===== src/rtl/alu_seq_pkg.sv =====
// Shared opcode encodings, instruction field positions and sequencer state
// type for the ALU sequencer slice.
package alu_seq_pkg;

  localparam int NREGS  = 16;
  localparam int REG_AW = 4;

  localparam logic [31:0] RESET_PC_DEF = 32'h0000_0000;

  localparam logic [6:0] OP_ADD  = 7'd0;
  localparam logic [6:0] OP_SUB  = 7'd1;
  localparam logic [6:0] OP_SHL  = 7'd2;
  localparam logic [6:0] OP_SHR  = 7'd3;
  localparam logic [6:0] OP_MOV  = 7'd4;
  localparam logic [6:0] OP_LDL  = 7'd5;
  localparam logic [6:0] OP_LDH  = 7'd6;
  localparam logic [6:0] OP_MOV2 = 7'd7;
  localparam logic [6:0] OP_EQ   = 7'd8;
  localparam logic [6:0] OP_LT   = 7'd9;
  localparam logic [6:0] OP_GT   = 7'd10;
  localparam logic [6:0] OP_NOT  = 7'd11;
  localparam logic [6:0] OP_AND  = 7'd12;
  localparam logic [6:0] OP_NOT2 = 7'd13;
  localparam logic [6:0] OP_JMP  = 7'd14;
  localparam logic [6:0] OP_JF   = 7'd15;
  localparam logic [6:0] OP_HALT = 7'd127;

  localparam int OP_LSB  = 0;
  localparam int OP_W    = 7;
  localparam int RD_LSB  = 7;
  localparam int RA_LSB  = 11;
  localparam int RB_LSB  = 16;
  localparam int IMM_LSB = 16;
  localparam int IMM_W   = 16;

  typedef enum logic [2:0] {
    S_IDLE   = 3'd0,
    S_FETCH  = 3'd1,
    S_DECODE = 3'd2,
    S_EXEC   = 3'd3,
    S_WB     = 3'd4,
    S_HALT   = 3'd5
  } seq_state_e;

  function automatic logic writes_reg(input logic [6:0] op);
    return (op <= OP_MOV2);
  endfunction

  function automatic logic writes_flags(input logic [6:0] op);
    return (op >= OP_EQ) && (op <= OP_NOT2);
  endfunction

  function automatic logic is_jump(input logic [6:0] op);
    return (op == OP_JMP) || (op == OP_JF);
  endfunction

endpackage


===== src/rtl/alu_sequencer_if.sv =====
// Instruction-fetch handshake and ALU drive/result bundle between the
// sequencer (master) and the memory/ALU side (slave).
interface alu_sequencer_if;
  logic        imem_req;
  logic [31:0] imem_addr;
  logic        imem_ack;
  logic [31:0] imem_rdata;

  logic [31:0] alu_A;
  logic [31:0] alu_B;
  logic [31:0] alu_reg8;
  logic [15:0] alu_value;
  logic        alu_highlow;
  logic        alu_F1;
  logic        alu_F2;
  logic [6:0]  alu_instr;

  logic [31:0] alu_C;
  logic        alu_F3;
  logic        alu_addrch;
  logic [31:0] alu_naddr;

  modport master (
    output imem_req, imem_addr,
    input  imem_ack, imem_rdata,
    output alu_A, alu_B, alu_reg8, alu_value, alu_highlow, alu_F1, alu_F2, alu_instr,
    input  alu_C, alu_F3, alu_addrch, alu_naddr
  );

  modport slave (
    input  imem_req, imem_addr,
    output imem_ack, imem_rdata,
    input  alu_A, alu_B, alu_reg8, alu_value, alu_highlow, alu_F1, alu_F2, alu_instr,
    output alu_C, alu_F3, alu_addrch, alu_naddr
  );
endinterface


===== src/rtl/alu_sequencer_regfile.sv =====
// 16x32 register file: one synchronous write port, three asynchronous reads
// (ra, rb and the fixed jump-target register r8), synchronous clear.
module seq_regfile
  import alu_seq_pkg::*;
(
  input  logic              clk_i,
  input  logic              rst_i,
  input  logic              we_i,
  input  logic [REG_AW-1:0] waddr_i,
  input  logic [31:0]       wdata_i,
  input  logic [REG_AW-1:0] ra_addr_i,
  input  logic [REG_AW-1:0] rb_addr_i,
  output logic [31:0]       ra_data_o,
  output logic [31:0]       rb_data_o,
  output logic [31:0]       r8_data_o
);

  logic [31:0] regs_q [NREGS];

  always_ff @(posedge clk_i) begin
    if (rst_i) begin
      for (int i = 0; i < NREGS; i++) begin
        regs_q[i] <= 32'h0000_0000;
      end
    end else if (we_i) begin
      regs_q[waddr_i] <= wdata_i;
    end
  end

  assign ra_data_o = regs_q[ra_addr_i];
  assign rb_data_o = regs_q[rb_addr_i];
  assign r8_data_o = regs_q[8];

endmodule


===== src/rtl/alu_sequencer.sv =====
// Fetch/decode/exec/writeback sequencer that owns the PC, register file and
// F1/F2 flags, and drives an external combinational ALU.
module alu_sequencer
  import alu_seq_pkg::*;
#(
  parameter logic [31:0] RESET_PC = RESET_PC_DEF,
  parameter logic [6:0]  HALT_OP  = OP_HALT
) (
  input  logic                   clock,
  input  logic                   reset,
  input  logic                   run,
  alu_sequencer_if.master        bus,
  output logic [31:0]            pc,
  output logic                   halted
);

  seq_state_e        state_q, state_d;
  logic [31:0]       pc_q, pc_d;
  logic [OP_W-1:0]   op_q;
  logic [3:0]        rd_q;
  logic [3:0]        ra_q;
  logic [IMM_W-1:0]  imm_q;
  logic [31:0]       a_q, b_q, r8_q;
  logic              f1_q, f2_q;
  logic [31:0]       c_q;
  logic              f3_q, addrch_q;
  logic [31:0]       naddr_q;
  logic              req_q, halted_q;
  logic [6:0]        instr_q;

  logic [31:0]       rf_a, rf_b, rf_r8;
  logic              rf_we;

  assign rf_we = (state_q == S_WB) && writes_reg(op_q);

  seq_regfile u_regfile (
    .clk_i     (clock),
    .rst_i     (reset),
    .we_i      (rf_we),
    .waddr_i   (rd_q),
    .wdata_i   (c_q),
    .ra_addr_i (ra_q),
    .rb_addr_i (imm_q[3:0]),
    .ra_data_o (rf_a),
    .rb_data_o (rf_b),
    .r8_data_o (rf_r8)
  );

  // Next-state and PC update; the PC only moves in WB or when resuming from HALT.
  always_comb begin
    state_d = state_q;
    pc_d    = pc_q;
    case (state_q)
      S_IDLE: begin
        if (run) state_d = S_FETCH;
        else     state_d = S_IDLE;
      end
      S_FETCH: begin
        if (bus.imem_ack) state_d = S_DECODE;
        else              state_d = S_FETCH;
      end
      S_DECODE: begin
        if (op_q == HALT_OP) state_d = S_HALT;
        else                 state_d = S_EXEC;
      end
      S_EXEC: state_d = S_WB;
      S_WB: begin
        state_d = S_FETCH;
        if (is_jump(op_q) && addrch_q) pc_d = naddr_q;
        else                           pc_d = pc_q + 32'd1;
      end
      S_HALT: begin
        if (run) begin
          state_d = S_FETCH;
          pc_d    = pc_q + 32'd1;
        end else begin
          state_d = S_HALT;
        end
      end
      default: state_d = S_IDLE;
    endcase
  end

  // Control state and outputs registered from the next state so they change cleanly.
  always_ff @(posedge clock) begin
    if (reset) begin
      state_q  <= S_IDLE;
      pc_q     <= RESET_PC;
      req_q    <= 1'b0;
      halted_q <= 1'b0;
      instr_q  <= 7'd0;
      f1_q     <= 1'b0;
      f2_q     <= 1'b0;
    end else begin
      state_q  <= state_d;
      pc_q     <= pc_d;
      req_q    <= (state_d == S_FETCH);
      halted_q <= (state_d == S_HALT);
      instr_q  <= (state_d == S_EXEC) ? op_q : 7'd0;
      if ((state_q == S_WB) && writes_flags(op_q)) begin
        f2_q <= f1_q;
        f1_q <= f3_q;
      end
    end
  end

  // Datapath latches: instruction fields, operands, and sampled ALU results.
  always_ff @(posedge clock) begin
    if (reset) begin
      op_q     <= 7'd0;
      rd_q     <= 4'd0;
      ra_q     <= 4'd0;
      imm_q    <= 16'h0000;
      a_q      <= 32'h0000_0000;
      b_q      <= 32'h0000_0000;
      r8_q     <= 32'h0000_0000;
      c_q      <= 32'h0000_0000;
      f3_q     <= 1'b0;
      addrch_q <= 1'b0;
      naddr_q  <= 32'h0000_0000;
    end else begin
      if ((state_q == S_FETCH) && bus.imem_ack) begin
        op_q  <= bus.imem_rdata[OP_LSB +: OP_W];
        rd_q  <= bus.imem_rdata[RD_LSB +: 4];
        ra_q  <= bus.imem_rdata[RA_LSB +: 4];
        imm_q <= bus.imem_rdata[IMM_LSB +: IMM_W];
      end
      if (state_q == S_DECODE) begin
        a_q  <= rf_a;
        b_q  <= rf_b;
        r8_q <= rf_r8;
      end
      if (state_q == S_EXEC) begin
        c_q      <= bus.alu_C;
        f3_q     <= bus.alu_F3;
        addrch_q <= bus.alu_addrch;
        naddr_q  <= bus.alu_naddr;
      end
    end
  end

  assign bus.imem_req    = req_q;
  assign bus.imem_addr   = pc_q;
  assign bus.alu_A       = a_q;
  assign bus.alu_B       = b_q;
  assign bus.alu_reg8    = r8_q;
  assign bus.alu_value   = imm_q;
  assign bus.alu_highlow = (op_q == OP_LDH);
  assign bus.alu_F1      = f1_q;
  assign bus.alu_F2      = f2_q;
  assign bus.alu_instr   = instr_q;
  assign pc              = pc_q;
  assign halted          = halted_q;

endmodule

===== src/flat_wrapper.sv =====
// flat-port wrapper written by rule: the top's interface ports become plain ports
module alu_sequencer_flat import alu_seq_pkg::*;
#(
  parameter logic [31:0] RESET_PC = RESET_PC_DEF,
  parameter logic [6:0]  HALT_OP  = OP_HALT
)
  (clock, reset, run, pc, halted, bus_imem_req, bus_imem_addr, bus_imem_ack, bus_imem_rdata, bus_alu_A, bus_alu_B, bus_alu_reg8, bus_alu_value, bus_alu_highlow, bus_alu_F1, bus_alu_F2, bus_alu_instr, bus_alu_C, bus_alu_F3, bus_alu_addrch, bus_alu_naddr);
  alu_sequencer_if bus_i ();
  input  logic clock;
  input  logic reset;
  input  logic run;
  output logic [31:0] pc;
  output logic halted;
  output wire logic [$bits(bus_i.imem_req)-1:0] bus_imem_req;
  output wire logic [$bits(bus_i.imem_addr)-1:0] bus_imem_addr;
  input wire logic [$bits(bus_i.imem_ack)-1:0] bus_imem_ack;
  input wire logic [$bits(bus_i.imem_rdata)-1:0] bus_imem_rdata;
  output wire logic [$bits(bus_i.alu_A)-1:0] bus_alu_A;
  output wire logic [$bits(bus_i.alu_B)-1:0] bus_alu_B;
  output wire logic [$bits(bus_i.alu_reg8)-1:0] bus_alu_reg8;
  output wire logic [$bits(bus_i.alu_value)-1:0] bus_alu_value;
  output wire logic [$bits(bus_i.alu_highlow)-1:0] bus_alu_highlow;
  output wire logic [$bits(bus_i.alu_F1)-1:0] bus_alu_F1;
  output wire logic [$bits(bus_i.alu_F2)-1:0] bus_alu_F2;
  output wire logic [$bits(bus_i.alu_instr)-1:0] bus_alu_instr;
  input wire logic [$bits(bus_i.alu_C)-1:0] bus_alu_C;
  input wire logic [$bits(bus_i.alu_F3)-1:0] bus_alu_F3;
  input wire logic [$bits(bus_i.alu_addrch)-1:0] bus_alu_addrch;
  input wire logic [$bits(bus_i.alu_naddr)-1:0] bus_alu_naddr;
  assign bus_imem_req = bus_i.imem_req;
  assign bus_imem_addr = bus_i.imem_addr;
  assign bus_i.imem_ack = bus_imem_ack;
  assign bus_i.imem_rdata = bus_imem_rdata;
  assign bus_alu_A = bus_i.alu_A;
  assign bus_alu_B = bus_i.alu_B;
  assign bus_alu_reg8 = bus_i.alu_reg8;
  assign bus_alu_value = bus_i.alu_value;
  assign bus_alu_highlow = bus_i.alu_highlow;
  assign bus_alu_F1 = bus_i.alu_F1;
  assign bus_alu_F2 = bus_i.alu_F2;
  assign bus_alu_instr = bus_i.alu_instr;
  assign bus_i.alu_C = bus_alu_C;
  assign bus_i.alu_F3 = bus_alu_F3;
  assign bus_i.alu_addrch = bus_alu_addrch;
  assign bus_i.alu_naddr = bus_alu_naddr;
  alu_sequencer #(.RESET_PC(RESET_PC), .HALT_OP(HALT_OP)) u_core (.clock(clock), .reset(reset), .run(run), .bus(bus_i), .pc(pc), .halted(halted));
endmodule

===== config.mk =====
export PLATFORM = sky130hd
export DESIGN_NAME = alu_sequencer_flat
export DESIGN_NICKNAME = d
export VERILOG_FILES = /design/src/rtl/alu_seq_pkg.sv /design/src/rtl/alu_sequencer_if.sv /design/src/rtl/alu_sequencer_regfile.sv /design/src/rtl/alu_sequencer.sv /design/src/flat_wrapper.sv
export SDC_FILE = /design/constraint.sdc
export NUM_CORES = 1
export LEC_CHECK = 0
export CAP_MARGIN = 20
export CORE_MARGIN = 10
export CORE_UTILIZATION = 61
export CTS_BUF_LIST = sky130_fd_sc_hd__clkbuf_4
export CTS_CLUSTER_SIZE = 24
export DETAILED_ROUTE_END_ITERATION = 16
export PLACE_DENSITY = 0.83
export RECOVER_POWER = 100
export SYNTH_ARGS = -nofsm -noshare
export SYNTH_HDL_FRONTEND = slang
export SYNTH_HIERARCHICAL = 1
export SYNTH_SLANG_ARGS = --single-unit

===== constraint.sdc =====
create_clock -name clock -period 4.6 [get_ports clock]
set_input_delay 0.92 -clock clock [delete_from_list [all_inputs] [get_ports clock]]
set_output_delay 0.92 -clock clock [all_outputs]
set_load 0.005 [all_outputs]

======== Yosys cells after proc, flatten, opt, wreduce, memory -nomap -nowiden ========
Memories as Yosys holds them, arrays and structs flattened. A register that Yosys moved wholly into a read port is not among the register bits.
Cells that the tools add are included.
W data, S select, Z words.
storage, ports and cells
  memory bits (writable) .................. 512
  memories kept ........................... 1
  output and inout bits ................... 188
  logic and storage cells ................. 61
  register bits ........................... 143
  input port bits ......................... 102
memory list
  memory                   depth  width  rd ports  clocked after memory_dff  wr ports  RTL line                     source
  u_core.u_regfile.regs_q  16     32     3         3                         16        alu_sequencer_regfile.sv:18  logic [31:0] regs_q [NREGS];
cells by class
  reduce and logical (&&, ||, !) cells .... 11
  add/subtract/negate cells ............... 1
  eq/ne operators ......................... 13
  bitwise gates (word level) .............. 1
  mux-type cells .......................... 16
  $lt $le $gt $ge ......................... 3
operator list
  cell                     count
  $mux W32                 3
  $pmux W32 S2             1
  $add A32 B1 Y32 const B  1
  $reduce_or A32 Y1        1
  $pmux W3 S6              1
  $eq A7 B4 Y1 const B     2
  $eq A3 B2 Y1 const B     3
  $eq A3 B3 Y1 const B     3
  $eq A7 B3 Y1 const B     1
  $eq A7 B7 Y1 const B     1
  $ge A7 B4 Y1 const B     1
  $le A7 B3 Y1 const B     1
  $le A7 B4 Y1 const B     1
  $mux W1                  7
  $eq A3 B1 Y1 const B     2
  $mux W3                  2
  $logic_and A1 B1 Y1      5
  $mux W4                  1
  $logic_not A3 Y1         1
  $mux W2                  1
  $ne A2 B2 Y1 const B     1
  $reduce_and A2 Y1        1
  $reduce_bool A2 Y1       1
  $reduce_or A2 Y1         1
  other kinds (2)          2

======== Depth between registers and ports, before layout ========
  depth in word-level cells ............... 7
  depth in mapped cells ................... 10
  mapped depth without buffers ............ 6

======== By module ========
Netlist, hierarchy kept.
modules (own cells, without submodules)
  module         times used  seq. area each (sq um)  cells an instance  area an instance (sq um)
  seq_regfile    1           15,374.7                1,687              26,550.5
  alu_sequencer  1           4,784.6                 1,199              9,389.0

======== Worst setup path before layout ========
Ideal clock, no wire load.
  kind .................................... input to register
  start ................................... in run
  end ..................................... mem u_core.u_regfile.regs_q[0][0] (enable)
  buffers on the path ..................... 2
  data required time ...................... 4.225 ns
  arrival ................................. 3.106 ns
  path slack .............................. 1.119 ns
  stages on the path ...................... 8
  library setup time ...................... 0.375 ns
  cells stage by stage .................... nor2b_1 -> nand3b_1 -> clkbuf_1 -> clkbuf_1 -> nor3b_1 -> or4b_4 -> nor3_4 -> or2_2
RTL lines
  element      RTL line                     source
  from (decl)  flat_wrapper.sv:11           input logic run;
  to (decl)    alu_sequencer_regfile.sv:18

==> results.toml <==
[status]
outcome = "finished with violations"
violations = "capacitance limit, slew limit"

[placed_design]
io_buffer_count = 288
place_congestion = 0.870
dp_hpwl_um = 64200

[floorplanning]
die_h_um = 263
die_width_um = 263
dieArea_sq_um = 69000
core_sq_um = 58000
io_pins = 290
rows = 88
start_util_pct = 61.9

[layout]
fin_util_pct = 71.8
fillers = 3778
finalNetCount = 3259
syn_to_final_growth_pct = 16.0
layout-drive-gt1-share_pct = 20.1

[global_routing]
overflow = 0
grt_max_degree = 97
grt_pass1_wl_um = 159000
track_usage_pct = 29.9
antenna_found_initial = 6
grt_pass1_vias = 27000

[pwr]
p_leak_nw = 14.8
p_int_mw = 11.0
p_clk_share_pct = 40.2
swShare_pct = 24.5
p_comb_share_pct = 7.8
powerDensity_nw_per_um2 = 351
power_frac_seq_pct = 51.9
peakVddDrop_uv = 255
p_sw_mw = 3.59
p_total_mw = 14.6

[logic_synthesis]
muxShareOfSynthArea_pct = 16.2
synth_top_family_by_area = "simple AND/OR/NAND/NOR gates"
synth_compound_area_share_pct = 7.29
avgSynthCellArea_sq_um = 12.5
yosys.area.top_type_share_pct = 42.8
async_flop_share_pct = 0
ys_types = 66
yosys.area_share.simple_pct = 16.8
yosys-top-cells-area = "edfxtp_1 43%, mux4_2 16%, dfxtp_1 13%"
yosys.area_share.xor_xnor_pct = 0
synth_fa_ha_area_share_pct = 0.0348
syn_area_sq_um = 35900
syn_inst = 2886
yosys.area.top_type = "edfxtp_1"
synth_seq_cells = 751
synth_edf_count = 512
ys.flop_type = "edfxtp_1"
ys_top_cells_by_count = "512 x and2_1, 512 x edfxtp_1, 480 x nand2_1"
synth_fp_nets = 2989
synth_seq_area_share_pct = 56.1
ys.warnings.count = 6

[clocking]
numCtsBuffers = 189
holdBufCountCts = 0
cts_sinks = 751
post_cts_buffers = 0
h-tree-depth = 4
clkTransAtPathRegs_ps = 70
clock_latency_ps = 1080
clk_path_buf_depth = 3
cts_tree = "built"
cts_resized = 0
ctsRootBufferMaster = "clkbuf_4"

[critical_path]
r2r-start = "u_core/op_q[6]"
cp.arrival_ps = 5130
worstPathMaxFanout = 32
end_kind = "register"
crit_type = "register to register"
ff2ff_path_depth = 7
crit_path_start_kind = "register"
r2r_slack_ps = 340
crit_required_ps = 5470
r2r-end = "u_core/u_regfile/regs_q[4][13]"

[drt]
vias = 26400
wirelength_um = 106000
wl_per_cell_um = 25.9
drt-initial-drc-count = 3493
drc = 0
first_pass_iters = 6
via_per_inst = 6.48
ant_nets = 0

[hold_path]
min-delay-start = "bus_alu_naddr[1]"
hold_end = "u_core/naddr_q[1]"
min_path_type = "primary input to register"
holdPathStages = 3

[timing]
whs_ps = 377
finalHoldViolations = 0
setup-violations-final = 0
worst_slew_pin_slew_ps = 2340
period_share_pct = 92.5
period_minus_slack_ps = 4260
rsz0062_at_grt = "false"
setup_tns_ps = 0
fmaxAchievable_mhz = 235
slew_violations = 565
relSlewSlack_pct = -55.9
fin_skew_ps = 63.2

[job]
drv_cap = 18
==> power groups by stage <==
stage / Clock (mW) / Sequential (mW) / Combinational [mW]
2_1_floorplan: 0 / 7.63 / 0.722
3_3_place_gp: 0 / 7.69 / 1.13
3_5_place_dp: 0 / 7.73 / 1.16
4_1_cts: 5.97 / 7.58 / 1.16
5_1_grt: 6.34 / 7.61 / 1.20
6_report: 5.88 / 7.59 / 1.14
==> state kept, by name, indices dropped and copies added, names as in the netlist, 3 cells and up <==
name                     flops
u_core/bus.alu_B            32
u_core/c_q                  32
u_core/bus.alu_A            32
u_core/bus.alu_instr         7
u_core/bus.imem_addr        32
u_core/state_q               3
u_core/naddr_q              32
u_core/bus.alu_reg8         32
u_core/ra_q                  4
u_core/bus.alu_value        16
u_core/op_q                  7
u_core/rd_q                  4
u_core/u_regfile/regs_q    512
==> through the flow <==
step	setup WS, ps	instances	cell area, sq um
5_1_grt	372	4081	41700
6_report	344	4081	41700
4_1_cts	742	4077	41900
2_1_floorplan	1120	2886	35900
3_5_place_dp	788	3730	39400
3_3_place_gp	822	3730	39400
==> cells by family (layout without fill, tap and decap cells) <==
family          count (synthesis)  after routing
simple gates                 1155           1155
fa+ha+maj                       1              1
flops                         751            751
buf+inv                       293            719
mux                           262            262
compound gates                424            424
other cells                     0              4
==> metal layers <==
layer / global-route usage, % / vias to the layer above / routed length [um]
met4: 12.1 / 0 / 3710
met1: 36.2 / 13000 / 36800
met5: 0 / - / 0
li1: - / 11200 / -
met3: 9.43 / 284 / 13900
met2: 49.1 / 1974 / 51400
==> layout make-up <==
class | count | area (sq um) | share of cell area (%)
antenna | 4 | 10.0 | 0.0240
clock buffer | 283 | 2120 | 5.10
clock inverter | 64 | 418 | 1.00
inverter | 7 | 26.3 | 0.0630
multi-input combinational | 1842 | 14500 | 34.9
sequential | 751 | 20200 | 48.4
tap | 765 | 957 | 2.30
timing repair buffer | 365 | 3450 | 8.28
==> critical path, cell delays in order, from the launching register on <==
cell       delay [ps]
dfxtp_1           350
or4_1             590
nor3b_1           330
clkbuf_1          350
nand4bb_1         240
nor3_1            220
clkbuf_1         1700
and2_0            270
==> placed cells by master, fill, tap and decap left out, types with 5 or more instances in the layout <==
cell	n
edfxtp_1	512
clkbuf_1	33
buf_12	11
nand4_1	10
buf_4	22
clkbuf_2	11
dfxtp_1	235
and2_2	13
and2_1	276
nand2_1	480
nor2_1	30
nor3_1	18
mux4_2	256
a21oi_1	215
clkdlybuf4s50_1	101
o21ai_0	22
bufinv_16	5
a21o_1	5
dlygate4sd3_1	186
nand3_1	16
and3_1	12
a31oi_1	10
or2_2	12
nor2_2	5
a211oi_1	6
and2_0	235
clkinv_1	37
inv_1	7
clkinv_2	13
clkbuf_4	283
a22oi_1	133
==> how the worst max path moves through the flow <==
stage,startpoint,endpoint,slack [ps],depth (start not counted)
5_1_grt,u_core/op_q[6],u_core/u_regfile/regs_q[2][23],370,7
6_report,u_core/op_q[6],u_core/u_regfile/regs_q[4][13],340,7
3_3_place_gp,run,u_core/u_regfile/regs_q[2][5],820,9
4_1_cts,u_core/op_q[6],bus_alu_highlow,740,3
3_5_place_dp,run,u_core/u_regfile/regs_q[2][5],790,9
2_1_floorplan,run,u_core/u_regfile/regs_q[0][0],1120,8
(Power assumes the default switching activity.)
